`src/rtl/cnn_pkg.sv`:
```
// Shared types and helpers for the CNN datapath stages: signed max, ReLU clamp,
// and a constant log2 for sizing counters.
package cnn_pkg;

  localparam int DEF_DATA_WIDTH = 32;

  // The helpers work on a 64-bit signed carrier. Callers sign-extend into it
  // and truncate back, so any DATA_WIDTH up to 64 can share one definition.
  localparam int MAX_DW = 64;
  typedef logic signed [MAX_DW-1:0] wide_t;

  function automatic int clog2(input int value);
    int r;
    r = 1;
    for (int i = 1; i < 31; i++) begin
      if ((1 << i) < value) r = i + 1;
    end
    return r;
  endfunction

  function automatic wide_t smax(input wide_t a, input wide_t b);
    return (a > b) ? a : b;
  endfunction

  function automatic wide_t relu(input wide_t a);
    return a[MAX_DW-1] ? '0 : a;
  endfunction

endpackage

```
`src/rtl/pool_line_buf.sv`:
```
// Partial-max line buffer: one entry per output column, combinational read,
// synchronous write, both addressed by the same window column.
module pool_line_buf #(
  parameter int DEPTH = 14,
  parameter int WIDTH = 32,
  parameter int AW    = 4
) (
  input  logic             i_clk,
  input  logic             i_we,
  input  logic [AW-1:0]    i_addr,
  input  logic [WIDTH-1:0] i_wdata,
  output logic [WIDTH-1:0] o_rdata
);

  logic [WIDTH-1:0] r_mem [DEPTH];

  always_ff @(posedge i_clk) begin
    if (i_we) r_mem[i_addr] <= i_wdata;
  end

  assign o_rdata = r_mem[i_addr];

endmodule

```
`src/rtl/stream_max_pool.sv`:
```
// Streaming POOL x POOL max-pool (stride POOL) over raster-order pixels, with a
// per-column partial-max buffer, optional fused ReLU and frame markers.
module stream_max_pool
  import cnn_pkg::*;
#(
  parameter int DATA_WIDTH = DEF_DATA_WIDTH,
  parameter int IMG_WIDTH  = 28,
  parameter int IMG_HEIGHT = 28,
  parameter int POOL       = 2,
  parameter int RELU_EN    = 1
) (
  input  logic                         clk,
  input  logic                         rst,
  input  logic                         in_valid,
  output logic                         in_ready,
  input  logic signed [DATA_WIDTH-1:0] in_data,
  output logic                         out_valid,
  input  logic                         out_ready,
  output logic signed [DATA_WIDTH-1:0] out_data,
  output logic                         out_last,
  output logic                         frame_done
);

  localparam int OUT_W = IMG_WIDTH / POOL;
  localparam int OUT_H = IMG_HEIGHT / POOL;
  localparam int CW    = clog2(IMG_WIDTH + 1);
  localparam int RW    = clog2(IMG_HEIGHT + 1);
  localparam int SW    = clog2(POOL);
  localparam int AW    = clog2(OUT_W);

  logic [CW-1:0]                r_col;
  logic [RW-1:0]                r_row;
  logic [SW-1:0]                r_sub_col;
  logic [SW-1:0]                r_sub_row;
  logic [AW-1:0]                r_win_col;
  logic signed [DATA_WIDTH-1:0] r_h_max;

  logic                         w_accept;
  logic                         w_in_win;
  logic                         w_row_end;
  logic                         w_frame_end;
  logic                         w_hv_done;
  logic                         w_emit;
  logic                         w_last;
  logic signed [DATA_WIDTH-1:0] w_h_next;
  logic signed [DATA_WIDTH-1:0] w_buf_rd;
  logic signed [DATA_WIDTH-1:0] w_v_next;
  logic signed [DATA_WIDTH-1:0] w_result;

  // Handshake: a beat moves on either side only when valid & ready are both high
  // at a rising edge; out_valid/out_data/out_last stay put until taken, and an
  // input is refused whenever a pending result could not be replaced.
  assign in_ready    = ~out_valid | out_ready;
  assign w_accept    = in_valid & in_ready;
  assign w_row_end   = (r_col == CW'(IMG_WIDTH - 1));
  assign w_frame_end = w_row_end & (r_row == RW'(IMG_HEIGHT - 1));
  assign w_in_win    = (r_col < CW'(OUT_W * POOL)) & (r_row < RW'(OUT_H * POOL));

  // h_max restarts on the first column of each window; the same value is the
  // completed horizontal maximum on the window's last column.
  assign w_h_next  = (r_sub_col == '0) ? in_data
                   : DATA_WIDTH'(smax(wide_t'(r_h_max), wide_t'(in_data)));
  assign w_hv_done = w_accept & w_in_win & (r_sub_col == SW'(POOL - 1));
  assign w_v_next  = (r_sub_row == '0) ? w_h_next
                   : DATA_WIDTH'(smax(wide_t'(w_buf_rd), wide_t'(w_h_next)));
  assign w_emit    = w_hv_done & (r_sub_row == SW'(POOL - 1));
  assign w_last    = (r_win_col == AW'(OUT_W - 1)) & (r_row == RW'(OUT_H * POOL - 1));
  assign w_result  = (RELU_EN != 0) ? DATA_WIDTH'(relu(wide_t'(w_v_next))) : w_v_next;

  pool_line_buf #(
    .DEPTH (OUT_W),
    .WIDTH (DATA_WIDTH),
    .AW    (AW)
  ) u_line_buf (
    .i_clk   (clk),
    .i_we    (w_hv_done),
    .i_addr  (r_win_col),
    .i_wdata (w_v_next),
    .o_rdata (w_buf_rd)
  );

  always_ff @(posedge clk or posedge rst) begin
    if (rst) begin
      r_col     <= '0;
      r_row     <= '0;
      r_sub_col <= '0;
      r_sub_row <= '0;
      r_win_col <= '0;
      r_h_max   <= '0;
    end else if (w_accept) begin
      r_h_max <= w_h_next;
      if (w_row_end) begin
        r_col     <= '0;
        r_sub_col <= '0;
        r_win_col <= '0;
        if (w_frame_end) begin
          r_row     <= '0;
          r_sub_row <= '0;
        end else begin
          r_row     <= r_row + RW'(1);
          r_sub_row <= (r_sub_row == SW'(POOL - 1)) ? '0 : r_sub_row + SW'(1);
        end
      end else begin
        r_col <= r_col + CW'(1);
        if (r_sub_col == SW'(POOL - 1)) begin
          r_sub_col <= '0;
          // Saturate on the last window so trailing ignored columns stay in range.
          if (r_win_col != AW'(OUT_W - 1)) r_win_col <= r_win_col + AW'(1);
        end else begin
          r_sub_col <= r_sub_col + SW'(1);
        end
      end
    end
  end

  always_ff @(posedge clk or posedge rst) begin
    if (rst) begin
      out_valid  <= 1'b0;
      out_data   <= '0;
      out_last   <= 1'b0;
      frame_done <= 1'b0;
    end else begin
      frame_done <= w_accept & w_frame_end;
      if (w_emit) begin
        out_valid <= 1'b1;
        out_data  <= w_result;
        out_last  <= w_last;
      end else if (out_ready) begin
        out_valid <= 1'b0;
        out_last  <= 1'b0;
      end
    end
  end

endmodule

```
`config.mk`:
```
export PLATFORM = sky130hd
export DESIGN_NAME = stream_max_pool
export DESIGN_NICKNAME = d
export VERILOG_FILES = /design/src/rtl/cnn_pkg.sv /design/src/rtl/pool_line_buf.sv /design/src/rtl/stream_max_pool.sv
export SDC_FILE = /design/constraint.sdc
export NUM_CORES = 1
export LEC_CHECK = 0
export CORE_MARGIN = 4
export CORE_UTILIZATION = 50
export DETAILED_ROUTE_END_ITERATION = 8
export GPL_TIMING_DRIVEN = 1
export HOLD_SLACK_MARGIN = 0.1
export MAX_ROUTING_LAYER = met4
export PLACE_DENSITY = 0.74
export SETUP_SLACK_MARGIN = 0.5
export SKIP_CTS_REPAIR_TIMING = 1
export SLEW_MARGIN = 0
export SYNTH_ARGS = -nofsm -noshare
export SYNTH_HDL_FRONTEND = slang
export SYNTH_SLANG_ARGS = --single-unit
export TNS_END_PERCENT = 5
```
`constraint.sdc`:
```
create_clock -name clk -period 5.9 [get_ports clk]
set_input_delay 1.18 -clock clk [delete_from_list [all_inputs] [get_ports clk]]
set_output_delay 1.18 -clock clk [all_outputs]
set_load 0.1 [all_outputs]
```
Word-level counts from Yosys, hierarchy flattened
Memory sizes are Yosys's and may differ from the RTL's.
Cells that the tools add are included.
- register bits: 83
- RAM bits: 448
- input port bits: 36
- output and inout port bits: 36
- logic and storage cells: 58
- memories: 1
- $add $sub $neg: 5
- magnitude comparators: 4
- equal/unequal tests: 4
- muxes and demuxes: 19
- bitwise operators: 10
- reduce and logical (&&, ||, !) cells: 5
- memories (name ; depth ; width ; read ports ; clocked after Yosys merged registers in ; write ports ; line ; source):
    u_line_buf.r_mem ; 14 ; 32 ; 1 ; 0 ; 1 ; pool_line_buf.sv:15 ; logic [WIDTH-1:0] r_mem [DEPTH];
- operator list (cell ; count):
    32-bit two-way mux ; 4
    32-bit > comparator ; 2
    31-bit two-way mux ; 1
    4-bit two-way mux ; 3
    5-bit by 1-bit adder with 5-bit output, second input constant ; 2
    5-bit == test, second input constant ; 2
    5-bit less-than comparator, second input constant ; 2
    5-bit two-way mux ; 2
    1-bit two-way mux ; 9
    1-bit bitwise AND ; 8
    2-bit nonzero test ; 3
    4-bit by 1-bit adder with 4-bit output, second input constant ; 1
    4-bit == test, second input constant ; 1
    4-bit != test, second input constant ; 1
    3-bit AND reduction ; 1
    1-bit adder, second input constant ; 2
    2-bit AND reduction ; 1
    1-bit inverter ; 1
    1-bit bitwise OR ; 1

Longest topological paths before layout
Gate-level depths: netlist (run 1).
- word-level depth: 7
- depth in mapped cells: 23
- mapped depth without buffers: 18

Cells and area by module
From an unflattened synthesis (run 1), not the netlist that was laid out.
- cell total of the unflattened synthesis: 1537
- area total of the unflattened synthesis: 23487.5 µm²
- by module, submodules not included (module ; times used ; cells each ; area an instance (µm²) ; seq. area each (µm²)):
    pool_line_buf ; 1 ; 736 ; 17008.8 ; 13452.9
    stream_max_pool ; 1 ; 801 ; 6478.7 ; 2052.0

Worst setup path before layout (run 1)
OpenSTA, ideal clock, no wires.
- kind: input to register
- start point: in in_data[27]
- end point: mem u_line_buf.r_mem[0][31] (data pin)
- setup time: 0.280 ns
- arrival: 5.746 ns
- data required time: 5.620 ns
- path slack: -0.127 ns
- stages: 21
- path buffers: 4
- path through: inv_1 -> ha_1 -> a21oi_1 -> o21ai_1 -> a221o_1 -> clkbuf_1 -> or2_1 -> buf_2 -> buf_2 -> o41ai_1 -> a2111oi_4 -> ha_1 -> a21o_1 -> a21o_1 -> a211o_1 -> a221o_1 -> nor2_1 -> o21a_1 -> clkbuf_1 -> nor2_1 -> a21oi_1
- word-level cells in the longest chain between the ends: 6
- ends and longest elaborated chain (item ; line ; source):
    start, declared ; stream_max_pool.sv:16 ; input logic signed [DATA_WIDTH-1:0] in_data,
    32-bit > comparator ; cnn_pkg.sv:22 ; return (a > b) ? a : b;
    32-bit two-way mux ; cnn_pkg.sv:22 ;
    32-bit two-way mux (*) ; stream_max_pool.sv:61 ; assign w_h_next = (r_sub_col == '0) ? in_data
    32-bit > comparator ; cnn_pkg.sv:22 ;
    32-bit two-way mux ; cnn_pkg.sv:22 ;
    32-bit two-way mux (*) ; stream_max_pool.sv:64 ; assign w_v_next = (r_sub_row == '0) ? w_h_next
    via u_line_buf.i_wdata[31] ; pool_line_buf.sv:11 ; input logic [WIDTH-1:0] i_wdata,
    end, declared ; pool_line_buf.sv:15 ;
Mark *: on every way through the listed nets, which the timed path passes. The rest lies on a longest branch.

Final worst setup path (run 1)
- start point: in in_data[22]
- end point: reg out_data[10]
- word-level cells in the longest chain between the ends: 7
- ends and longest elaborated chain (item ; line ; source):
    32-bit > comparator ; cnn_pkg.sv:22 ;
    32-bit two-way mux ; cnn_pkg.sv:22 ;
    32-bit two-way mux (*) ; stream_max_pool.sv:61 ;
    32-bit > comparator ; cnn_pkg.sv:22 ;
    32-bit two-way mux ; cnn_pkg.sv:22 ;
    32-bit two-way mux (*) ; stream_max_pool.sv:64 ;
    31-bit two-way mux (*) ; cnn_pkg.sv:26 ; return a[MAX_DW-1] ? '0 : a;
    end signal, assigned ; stream_max_pool.sv:126 ; out_data <= w_result;
    end, declared ; stream_max_pool.sv:19 ; output logic signed [DATA_WIDTH-1:0] out_data,
Every way passes the cells marked *; elsewhere a longest branch is shown, timed or not.
A chain may end at the register's enable or synchronous reset.

==> impl_results.html, run 1 <==
<table>
<tr><th>Metric</th><th>Value</th></tr>
<tr><th colspan="2">Run</th></tr>
<tr><td>Number of violations of the max-capacitance limit</td><td>0</td></tr>
<tr><th colspan="2">Floorplanning</th></tr>
<tr><td>Starting density of the core</td><td>between 50 and 60%</td></tr>
<tr><td>Vertical die dimension</td><td>230.7 um</td></tr>
<tr><td>Placeable core area</td><td>0.04895 sq mm</td></tr>
<tr><td>Width of the die</td><td>230.7 um</td></tr>
<tr><td>Number of rows created at floorplan</td><td>81</td></tr>
<tr><td>Die ar.</td><td>0.05321 sq mm</td></tr>
<tr><td>Top-Level Pins</td><td>72</td></tr>
<tr><th colspan="2">Routing</th></tr>
<tr><td>Number of nets with antenna violations after detailed routing</td><td>0</td></tr>
<tr><td>Aggregate routed wire length</td><td>69.04 mm</td></tr>
<tr><td>Average wire length per cell after detail routing</td><td>~27 um</td></tr>
<tr><td>Drc violations</td><td>0</td></tr>
<tr><td>Top routing layer in use</td><td>met4</td></tr>
<tr><td>Detailed route wirelength on metal2</td><td>approximately 34 mm</td></tr>
<tr><td>WL met3</td><td>5.801 mm</td></tr>
<tr><td>Drt first pass iters</td><td>5</td></tr>
<tr><td>DRT met1 WL</td><td>27.48 mm</td></tr>
<tr><td>Total number of vias</td><td>16390</td></tr>
<tr><td>Via/cell ratio</td><td>6.328</td></tr>
<tr><td>Detailed router's first-iteration violation count</td><td>around 1900</td></tr>
<tr><th colspan="2">Synthesis</th></tr>
<tr><td>Ys async rst share</td><td>15.47%</td></tr>
<tr><td>Mapped cell area</td><td>0.02479 sq mm</td></tr>
<tr><td>Part of the Yosys area used for sequential elements</td><td>a little over three fifths</td></tr>
<tr><td>Total number of yosys warnings</td><td>0</td></tr>
<tr><td>Number of register bits inferred by synthesis</td><td>530</td></tr>
<tr><td>Gate count of the mapped netlist</td><td>1584</td></tr>
<tr><td>Share of the synthesized area in the top cell type</td><td>54.26%</td></tr>
<tr><td>Number of unique standard cell types used by synthesis</td><td>58</td></tr>
<tr><td>Number of enable flip-flop cells after synthesis</td><td>448</td></tr>
<tr><td>Post-synth top area cell</td><td>sky130_fd_sc_hd__edfxtp_1</td></tr>
<tr><td>Leading register cell type out of synthesis</td><td>sky130_fd_sc_hd__edfxtp_1</td></tr>
<tr><td>Synth top area cells</td><td>sky130_fd_sc_hd__edfxtp_1 (54%), sky130_fd_sc_hd__mux4_2 (11%), sky130_fd_sc_hd__dfrtp_1 (8.3%)</td></tr>
<tr><td>Synthesized net count</td><td>approximately 1700</td></tr>
<tr><td>Mean instance size in the synthesized netlist</td><td>15.65 sq um</td></tr>
<tr><th colspan="2">Cells and area</th></tr>
<tr><td>Commonest non-fill, non-tap cell in the layout</td><td>sky130_fd_sc_hd__edfxtp_1</td></tr>
<tr><td>Final Util</td><td>between 60% and 70%</td></tr>
<tr><td>Number of nets in the layout</td><td>between 1500 and 2000</td></tr>
<tr><td>Fill count</td><td>3278</td></tr>
<tr><td>Footprint of the multi-input gates</td><td>roughly 0.0099 sq mm</td></tr>
<tr><td>Seq. cell area</td><td>0.01551 sq mm</td></tr>
<tr><td>Layout overhead on the synthesized area</td><td>28.11%</td></tr>
<tr><td>Ant diodes</td><td>0</td></tr>
<tr><td>Share of final-layout standard cells stronger than drive strength 1</td><td>between 30% and 40%</td></tr>
<tr><td>Leading cell types in the layout, fill and taps excluded</td><td>sky130_fd_sc_hd__edfxtp_1 (448), sky130_fd_sc_hd__buf_4 (236), sky130_fd_sc_hd__nand2_1 (138)</td></tr>
<tr><th colspan="2">Clock tree</th></tr>
<tr><td>Num CTS Buffers</td><td>a little under 50</td></tr>
<tr><td>H-tree levels</td><td>2</td></tr>
<tr><td>Clock edge transition at the registers on the reported setup and hold paths</td><td>~0.070 ns</td></tr>
<tr><td>Maximum count of clock buffers along a single path</td><td>3</td></tr>
<tr><td>CTS Root Cell</td><td>sky130_fd_sc_hd__clkbuf_16</td></tr>
<tr><td>Clk Latency, worst-skew pair</td><td>0.57 ns</td></tr>
<tr><td>Clock Sink Count</td><td>530</td></tr>
<tr><td>TritonCTS clock tree</td><td>done</td></tr>
<tr><th colspan="2">Timing</th></tr>
<tr><td>Tightest Pin Transition</td><td>1.161 ns</td></tr>
<tr><td>Ratio of final minimum period to clock period</td><td>95.71%</td></tr>
<tr><td>RSZ-0062 raised after global routing</td><td>true</td></tr>
<tr><td>Clk_skew</td><td>a little under 0.02 ns</td></tr>
<tr><td>Maximum clock rate</td><td>0.1771 GHz</td></tr>
<tr><td>Slew Viols, Final</td><td>0</td></tr>
<tr><td>Time the worst path needs with I/O delays and setup</td><td>5.647 ns</td></tr>
<tr><td>Normalized max-slew margin</td><td>about 23%</td></tr>
<tr><td>Hold_ws</td><td>0.5120 ns</td></tr>
<tr><td>Final hold violation count</td><td>0</td></tr>
<tr><td>Endpoints failing setup</td><td>0</td></tr>
<tr><th colspan="2">Critical path</th></tr>
<tr><td>Required @ worst endpoint</td><td>6.39 ns</td></tr>
<tr><td>Worst Setup Path Type</td><td>in -&gt; reg</td></tr>
<tr><td>Worst r2r path cells</td><td>21</td></tr>
<tr><td>WP data arrival</td><td>6.13 ns</td></tr>
<tr><td>First element of the critical path</td><td>in_data[22]</td></tr>
<tr><td>Capturing instance or port of the critical path</td><td>out_data[10]$_DFFE_PP0P_</td></tr>
<tr><td>Crit end category</td><td>flop</td></tr>
<tr><td>Reg-to-Reg End</td><td>out_data[10]$_DFFE_PP0P_</td></tr>
<tr><td>Highest fanout seen on the critical path</td><td>13</td></tr>
<tr><td>Reg-to-reg slack, setup</td><td>0.47 ns</td></tr>
<tr><td>RR Startpoint</td><td>r_h_max[23]$_DFFE_PP0P_</td></tr>
<tr><td>Kind of start point of the critical path</td><td>input port</td></tr>
<tr><th colspan="2">Placed design</th></tr>
<tr><td>GP Congestion</td><td>0.8914</td></tr>
<tr><td>Post-detail-place hpwl</td><td>40.53 mm</td></tr>
<tr><td>Count of buffers from port buffering</td><td>70</td></tr>
<tr><th colspan="2">Power and ir drop</th></tr>
<tr><td>Max IR drop VDD</td><td>326.6 uV</td></tr>
<tr><td>Switch share</td><td>37.96%</td></tr>
<tr><td>Cell area power density</td><td>536.3 mW/mm^2</td></tr>
<tr><td>Part of the total power dissipated in combinational logic</td><td>between 40% and 50%</td></tr>
<tr><td>Int Power</td><td>0.01057 W</td></tr>
<tr><td>Reported net switching power</td><td>roughly 0.0065 W</td></tr>
<tr><td>Cell leakage power</td><td>about 11 nW</td></tr>
<tr><td>Part of the power in the clock network</td><td>19.4%</td></tr>
<tr><td>Share of total power in sequential cells</td><td>33.2%</td></tr>
<tr><th colspan="2">Global route</th></tr>
<tr><td>Maximum number of pins on one net before global-route repair</td><td>106</td></tr>
<tr><td>Global-route usage over all layers</td><td>25.51%</td></tr>
<tr><td>Wire length of the first global-routing pass</td><td>101.1 mm</td></tr>
<tr><td>Number of antenna violations at the first check in global routing</td><td>0</td></tr>
<tr><td>Via count of the first global-routing pass</td><td>16250</td></tr>
<tr><td>Residual overflow from global routing</td><td>0</td></tr>
<tr><th colspan="2">Min path</th></tr>
<tr><td>Worst min-delay path class</td><td>reg -&gt; reg</td></tr>
<tr><th colspan="2">Run status</th></tr>
<tr><td>Run status</td><td>completed</td></tr>
</table>
-- cell usage after synthesis (16+ instances only) --
| library cell | instances |
|---|---|
| sky130_fd_sc_hd__edfxtp_1 | 448 |
| sky130_fd_sc_hd__nand2_1 | 142 |
| sky130_fd_sc_hd__mux4_2 | 125 |
| sky130_fd_sc_hd__clkbuf_1 | 82 |
| sky130_fd_sc_hd__dfrtp_1 | 82 |
| sky130_fd_sc_hd__ha_1 | 70 |
| sky130_fd_sc_hd__nor2_1 | 52 |
| sky130_fd_sc_hd__o21ai_0 | 50 |
| sky130_fd_sc_hd__inv_1 | 44 |
| sky130_fd_sc_hd__a211oi_1 | 33 |
| sky130_fd_sc_hd__o211ai_1 | 33 |
| sky130_fd_sc_hd__a22o_1 | 32 |
| sky130_fd_sc_hd__o22ai_1 | 32 |
| sky130_fd_sc_hd__o41ai_1 | 31 |
| sky130_fd_sc_hd__a21boi_0 | 30 |
| sky130_fd_sc_hd__mux2_2 | 30 |
| sky130_fd_sc_hd__o21ai_1 | 30 |
| sky130_fd_sc_hd__a21oi_1 | 29 |
| sky130_fd_sc_hd__nor4b_1 | 29 |
| sky130_fd_sc_hd__a2111oi_4 | 27 |
| sky130_fd_sc_hd__buf_2 | 27 |
| sky130_fd_sc_hd__nand4_1 | 16 |
-- cell families (layout without fill, tap and decap cells) --
family,after synthesis,in the layout,synth area share [%]
mux,163,163,13.04
buf+inv,165,507,2.665
fa+ha+maj,70,70,3.533
simple gates,296,296,5.895
other cells,1,1,0.01513
flops,530,530,62.54
xor+xnor,2,2,0.07067
compound gates,357,357,12.24
-- per-layer routing --
metal | GRT usage (%) | up-vias
li1 | - | 6996
met1 | 35.39 | 8320
met2 | 40.63 | 917
met3 | 3.640 | 156
met4 | 6.352 | 0
met5 | - | -
-- power groups by stage --
| stage | Combinational, W | Sequential (W) | Clock (W) |
|---|---|---|---|
| 2_1_floorplan | 0.00425 | 0.00608 | 0 |
| 3_5_place_dp | 0.00749 | 0.00569 | 0 |
| 6_report | 0.00806 | 0.00566 | 0.00331 |
| 3_3_place_gp | 0.00731 | 0.00568 | 0 |
| 5_1_grt | 0.00852 | 0.00570 | 0.00350 |
| 4_1_cts | 0.00757 | 0.00563 | 0.00334 |
-- metrics by stage --
| stage | total power, W | std cells | cell area [sq um] | worst slack (ns) | TNS, ns |
|---|---|---|---|---|---|
| finish | 0.01703 | 2590 | 31760 | 0.2530 | 0 |
| global route | 0.01773 | 2590 | 31760 | 0.1359 | 0 |
| global placement | 0.01299 | 2452 | 28980 | -0.7175 | -280.28 |
| floorplan | 0.01033 | 1584 | 25600 | 0.4567 | 0 |
| CTS | 0.01654 | 2544 | 30670 | -0.2838 | -43.40 |
| detailed placement | 0.01318 | 2452 | 28980 | -0.8002 | -311.24 |
-- layout make-up --
type / instances / share of cell area [%]
Sequential cell: 530 / 48.85
Multi-Input combinational cell: 889 / 31.05
Timing Repair Buffer: 370 / 11.58
Clock buffer: 65 / 4.373
Tap cell: 664 / 2.616
Clock inverter: 27 / 0.9573
Inverter: 45 / 0.5712
-- critical path, stage by stage --
cell and delay (ns):
sky130_fd_sc_hd__buf_8 0.08, sky130_fd_sc_hd__inv_4 0.04, sky130_fd_sc_hd__ha_4 0.26, sky130_fd_sc_hd__nand4_1 0.22, sky130_fd_sc_hd__nor4_4 0.42, sky130_fd_sc_hd__buf_6 0.20, sky130_fd_sc_hd__nor2b_4 0.22, sky130_fd_sc_hd__buf_6 0.15
sky130_fd_sc_hd__buf_12 0.16, sky130_fd_sc_hd__o41ai_4 0.10, sky130_fd_sc_hd__a2111oi_4 0.45, sky130_fd_sc_hd__ha_1 0.35, sky130_fd_sc_hd__buf_4 0.15, sky130_fd_sc_hd__nand4_1 0.17, sky130_fd_sc_hd__o21ai_1 0.11, sky130_fd_sc_hd__a221o_1 0.37
sky130_fd_sc_hd__o31a_1 0.38, sky130_fd_sc_hd__o21a_4 0.19, sky130_fd_sc_hd__buf_6 0.14, sky130_fd_sc_hd__o31ai_4 0.22, sky130_fd_sc_hd__buf_6 0.22, sky130_fd_sc_hd__buf_8 0.16, sky130_fd_sc_hd__a22o_1 0.17
-- how the worst min path moves through the flow --
stage                              from                       end  slack (ns)  depth (start not counted)
6_report       out_data[25]$_DFFE_PP0P_  out_data[25]$_DFFE_PP0P_        0.51                          1
5_1_grt        out_data[18]$_DFFE_PP0P_  out_data[18]$_DFFE_PP0P_        0.53                          1
3_5_place_dp   out_data[25]$_DFFE_PP0P_  out_data[25]$_DFFE_PP0P_        0.49                          1
2_1_floorplan    r_h_max[0]$_DFFE_PP0P_    r_h_max[0]$_DFFE_PP0P_        0.47                          2
4_1_cts        out_data[25]$_DFFE_PP0P_  out_data[25]$_DFFE_PP0P_        0.52                          1
3_3_place_gp       r_row[1]$_DFFE_PP0P_      r_row[1]$_DFFE_PP0P_        0.49                          2
-- state kept, by name (all words and copies together) (netlist names) --
name,count
frame_done,1
out_data,31
out_last,1
out_valid,1
r_col,5
r_h_max,32
r_row,5
r_sub_col,1
r_sub_row,1
r_win_col,4
u_line_buf.r_mem,448
Note: power is estimated with default switching activity, not from simulation.
==> run 2: changes to the inputs <==
CORE_MARGIN = 2   (was 4)
==> impl_results.html, run 2 (synthesis gave the netlist of run 1 again) <==
<table>
<tr><th>Metric</th><th>Value</th></tr>
<tr><th colspan="2">Cells and area</th></tr>
<tr><td>Register ranked first by flip-flop count</td><td>u_line_buf.r_mem</td></tr>
<tr><td>Number of nets in the layout</td><td>2023</td></tr>
<tr><td>Post-layout instance area</td><td>0.03228 sq mm</td></tr>
<tr><td>Max FFs per register</td><td>448</td></tr>
<tr><td>Largest registers</td><td>u_line_buf.r_mem x448, r_h_max x32, out_data x31</td></tr>
<tr><td>Final Util</td><td>65.95%</td></tr>
<tr><td>Final standard cell count with taps included and fillers excluded</td><td>2620</td></tr>
<tr><td>Leading cell types in the layout, fill and taps excluded</td><td>sky130_fd_sc_hd__edfxtp_1 (448), sky130_fd_sc_hd__buf_4 (254), sky130_fd_sc_hd__nand2_1 (138)</td></tr>
<tr><td>Commonest non-fill, non-tap cell in the layout</td><td>sky130_fd_sc_hd__edfxtp_1</td></tr>
<tr><td>Ant diodes</td><td>0</td></tr>
<tr><td>Share of final-layout standard cells stronger than drive strength 1</td><td>40.44%</td></tr>
<tr><td>Layout overhead on the synthesized area</td><td>30.22%</td></tr>
<tr><th colspan="2">Routing</th></tr>
<tr><td>Drc violations</td><td>0</td></tr>
<tr><td>Average wire length per cell after detail routing</td><td>27.60 um</td></tr>
<tr><td>DRT met1 WL</td><td>~28 mm</td></tr>
<tr><td>Top routing layer in use</td><td>met4</td></tr>
<tr><td>WL met3</td><td>6.646 mm</td></tr>
<tr><td>Drt first pass iters</td><td>6</td></tr>
<tr><td>Total number of vias</td><td>17010</td></tr>
<tr><td>Aggregate routed wire length</td><td>72.31 mm</td></tr>
<tr><td>Number of nets with antenna violations after detailed routing</td><td>0</td></tr>
<tr><td>Detailed router's first-iteration violation count</td><td>approximately 2300</td></tr>
<tr><td>Via/cell ratio</td><td>6.494</td></tr>
<tr><td>Detailed route wirelength on metal2</td><td>between 30 and 40 mm</td></tr>
<tr><th colspan="2">Clock tree</th></tr>
<tr><td>Maximum count of clock buffers along a single path</td><td>3</td></tr>
<tr><td>TritonCTS clock tree</td><td>done</td></tr>
<tr><td>H-tree levels</td><td>2</td></tr>
<tr><td>CTS Root Cell</td><td>sky130_fd_sc_hd__clkbuf_16</td></tr>
<tr><td>Clock Sink Count</td><td>530</td></tr>
<tr><td>Clock edge transition at the registers on the reported setup and hold paths</td><td>roughly 0.060 ns</td></tr>
<tr><td>Num CTS Buffers</td><td>50</td></tr>
<tr><td>Clk Latency, worst-skew pair</td><td>0.57 ns</td></tr>
<tr><th colspan="2">Power and ir drop</th></tr>
<tr><td>Part of the total power dissipated in combinational logic</td><td>49.1%</td></tr>
<tr><td>Cell area power density</td><td>between 500 and 600 mW/mm^2</td></tr>
<tr><td>Int Power</td><td>0.01062 W</td></tr>
<tr><td>Switch share</td><td>38.37%</td></tr>
<tr><td>Cell leakage power</td><td>11.56 nW</td></tr>
<tr><td>Part of the power in the clock network</td><td>~18%</td></tr>
<tr><td>Reported net switching power</td><td>0.006611 W</td></tr>
<tr><td>Share of total power in sequential cells</td><td>32.8%</td></tr>
<tr><td>Max IR drop VDD</td><td>286.1 uV</td></tr>
<tr><th colspan="2">Critical path</th></tr>
<tr><td>Top cell by count, worst path</td><td>sky130_fd_sc_hd__buf_12</td></tr>
<tr><td>Highest-delay cell along the critical path</td><td>sky130_fd_sc_hd__nor4_4</td></tr>
<tr><td>Crit end category</td><td>flop</td></tr>
<tr><td>Worst Setup Path Type</td><td>in -&gt; reg</td></tr>
<tr><td>Worst r2r path cells</td><td>25</td></tr>
<tr><td>Delay of the slowest critical-path stage</td><td>between 0.3 and 0.4 ns</td></tr>
<tr><td>Reg-to-reg slack, setup</td><td>0.46 ns</td></tr>
<tr><td>Required @ worst endpoint</td><td>~6.4 ns</td></tr>
<tr><td>Kind of start point of the critical path</td><td>input port</td></tr>
<tr><td>WP data arrival</td><td>6.12 ns</td></tr>
<tr><td>Highest fanout seen on the critical path</td><td>6</td></tr>
<tr><td>Capturing instance or port of the critical path</td><td>out_data[30]$_DFFE_PP0P_</td></tr>
<tr><td>Reg-to-Reg End</td><td>out_data[30]$_DFFE_PP0P_</td></tr>
<tr><td>RR Startpoint</td><td>r_h_max[31]$_DFFE_PP0P_</td></tr>
<tr><td>First element of the critical path</td><td>in_data[20]</td></tr>
<tr><th colspan="2">Timing</th></tr>
<tr><td>Hold_ws</td><td>0.5115 ns</td></tr>
<tr><td>Slew Viols, Final</td><td>0</td></tr>
<tr><td>Normalized max-slew margin</td><td>a little over a fifth</td></tr>
<tr><td>RSZ-0062 raised after global routing</td><td>true</td></tr>
<tr><td>Final setup slack of the worst path</td><td>between 0.2 and 0.3 ns</td></tr>
<tr><td>Maximum clock rate</td><td>0.1778 GHz</td></tr>
<tr><td>Tightest Pin Transition</td><td>1.180 ns</td></tr>
<tr><td>Ratio of final minimum period to clock period</td><td>95.33%</td></tr>
<tr><td>Time the worst path needs with I/O delays and setup</td><td>5.624 ns</td></tr>
<tr><td>Final hold violation count</td><td>0</td></tr>
<tr><td>Clk_skew</td><td>0.02622 ns</td></tr>
<tr><td>Endpoints failing setup</td><td>0</td></tr>
<tr><th colspan="2">Floorplanning</th></tr>
<tr><td>Die ar.</td><td>0.05138 sq mm</td></tr>
<tr><td>Width of the die</td><td>226.7 um</td></tr>
<tr><td>Vertical die dimension</td><td>226.7 um</td></tr>
<tr><td>Placeable core area</td><td>~0.049 sq mm</td></tr>
<tr><td>Top-Level Pins</td><td>72</td></tr>
<tr><td>Number of rows created at floorplan</td><td>81</td></tr>
<tr><td>Starting density of the core</td><td>slightly above 50%</td></tr>
<tr><th colspan="2">Run status</th></tr>
<tr><td>Run status</td><td>completed</td></tr>
<tr><th colspan="2">Global route</th></tr>
<tr><td>Number of antenna violations at the first check in global routing</td><td>0</td></tr>
<tr><td>Wire length of the first global-routing pass</td><td>100.8 mm</td></tr>
<tr><td>Global-route usage over all layers</td><td>27.10%</td></tr>
<tr><td>Maximum number of pins on one net before global-route repair</td><td>71</td></tr>
<tr><td>Via count of the first global-routing pass</td><td>around 16000</td></tr>
<tr><td>Residual overflow from global routing</td><td>0</td></tr>
<tr><th colspan="2">Placed design</th></tr>
<tr><td>Placed cell areas</td><td>0.02888 sq mm</td></tr>
<tr><td>Placed Cells</td><td>~2500</td></tr>
<tr><td>Count of buffers from port buffering</td><td>70</td></tr>
<tr><td>Placement-stage worst setup slack</td><td>-0.7419 ns</td></tr>
<tr><td>Post-detail-place hpwl</td><td>40.91 mm</td></tr>
<tr><td>GP Congestion</td><td>a little over 0.9</td></tr>
<tr><th colspan="2">Run</th></tr>
<tr><td>Number of violations of the max-capacitance limit</td><td>0</td></tr>
<tr><th colspan="2">Min path</th></tr>
<tr><td>Worst min-delay path class</td><td>reg -&gt; reg</td></tr>
</table>
## run 2: power by group through the flow
| stage | clock network (W) | logic, W | registers, W |
|---|---|---|---|
| final | 0.00313 | 0.00845 | 0.00565 |
| after global routing | 0.00329 | 0.00890 | 0.00569 |
| after CTS | 0.00316 | 0.00741 | 0.00562 |
| after detailed placement | 0 | 0.00733 | 0.00568 |
| after global placement | 0 | 0.00711 | 0.00565 |
| after floorplan | 0 | 0.00425 | 0.00608 |
## run 2: worst min path at each step
| stage | start | end | slack [ns] | cells past startpoint |
|---|---|---|---|---|
| after global placement | out_data[26]$_DFFE_PP0P_ | out_data[26]$_DFFE_PP0P_ | 0.49 | 1 |
| after global routing | out_data[23]$_DFFE_PP0P_ | out_data[23]$_DFFE_PP0P_ | 0.52 | 1 |
| after floorplan | r_h_max[0]$_DFFE_PP0P_ | r_h_max[0]$_DFFE_PP0P_ | 0.47 | 2 |
| after detailed placement | out_data[3]$_DFFE_PP0P_ | out_data[3]$_DFFE_PP0P_ | 0.49 | 1 |
| final | r_row[1]$_DFFE_PP0P_ | r_row[1]$_DFFE_PP0P_ | 0.51 | 2 |
| after CTS | out_data[22]$_DFFE_PP0P_ | out_data[22]$_DFFE_PP0P_ | 0.51 | 1 |
## run 2: critical path: cells and delay by family
family,cells,cell delay [ns]
AO/OA/AOI/OAI,12,2.40
adder cells (fa/ha/maj),2,0.60
buffers and inverters,10,1.35
AND/OR/NAND/NOR,2,0.60
## run 2: metrics by stage
stage	setup TNS, ns	power, W
final	0	0.01723
after global routing	0	0.01789
after CTS	-24.38	0.01619
after detailed placement	-285.76	0.01301
after global placement	-196.82	0.01277
after floorplan	0	0.01033
## run 2: cell type report
class	count	area, sq um
multi-input combinational	891	10130
clock inverter	30	239.0
timing repair buffer	399	4041
sequential	530	15510
inverter	45	171.4
fill	3068	16670
clock buffer	61	1354
tap	664	830.8
## run 2: routing by layer
layer,vias up,track usage [%]
met1,8528,36.54
li1,7056,-
met5,-,-
met2,1155,42.94
met3,274,4.147
met4,0,8.213
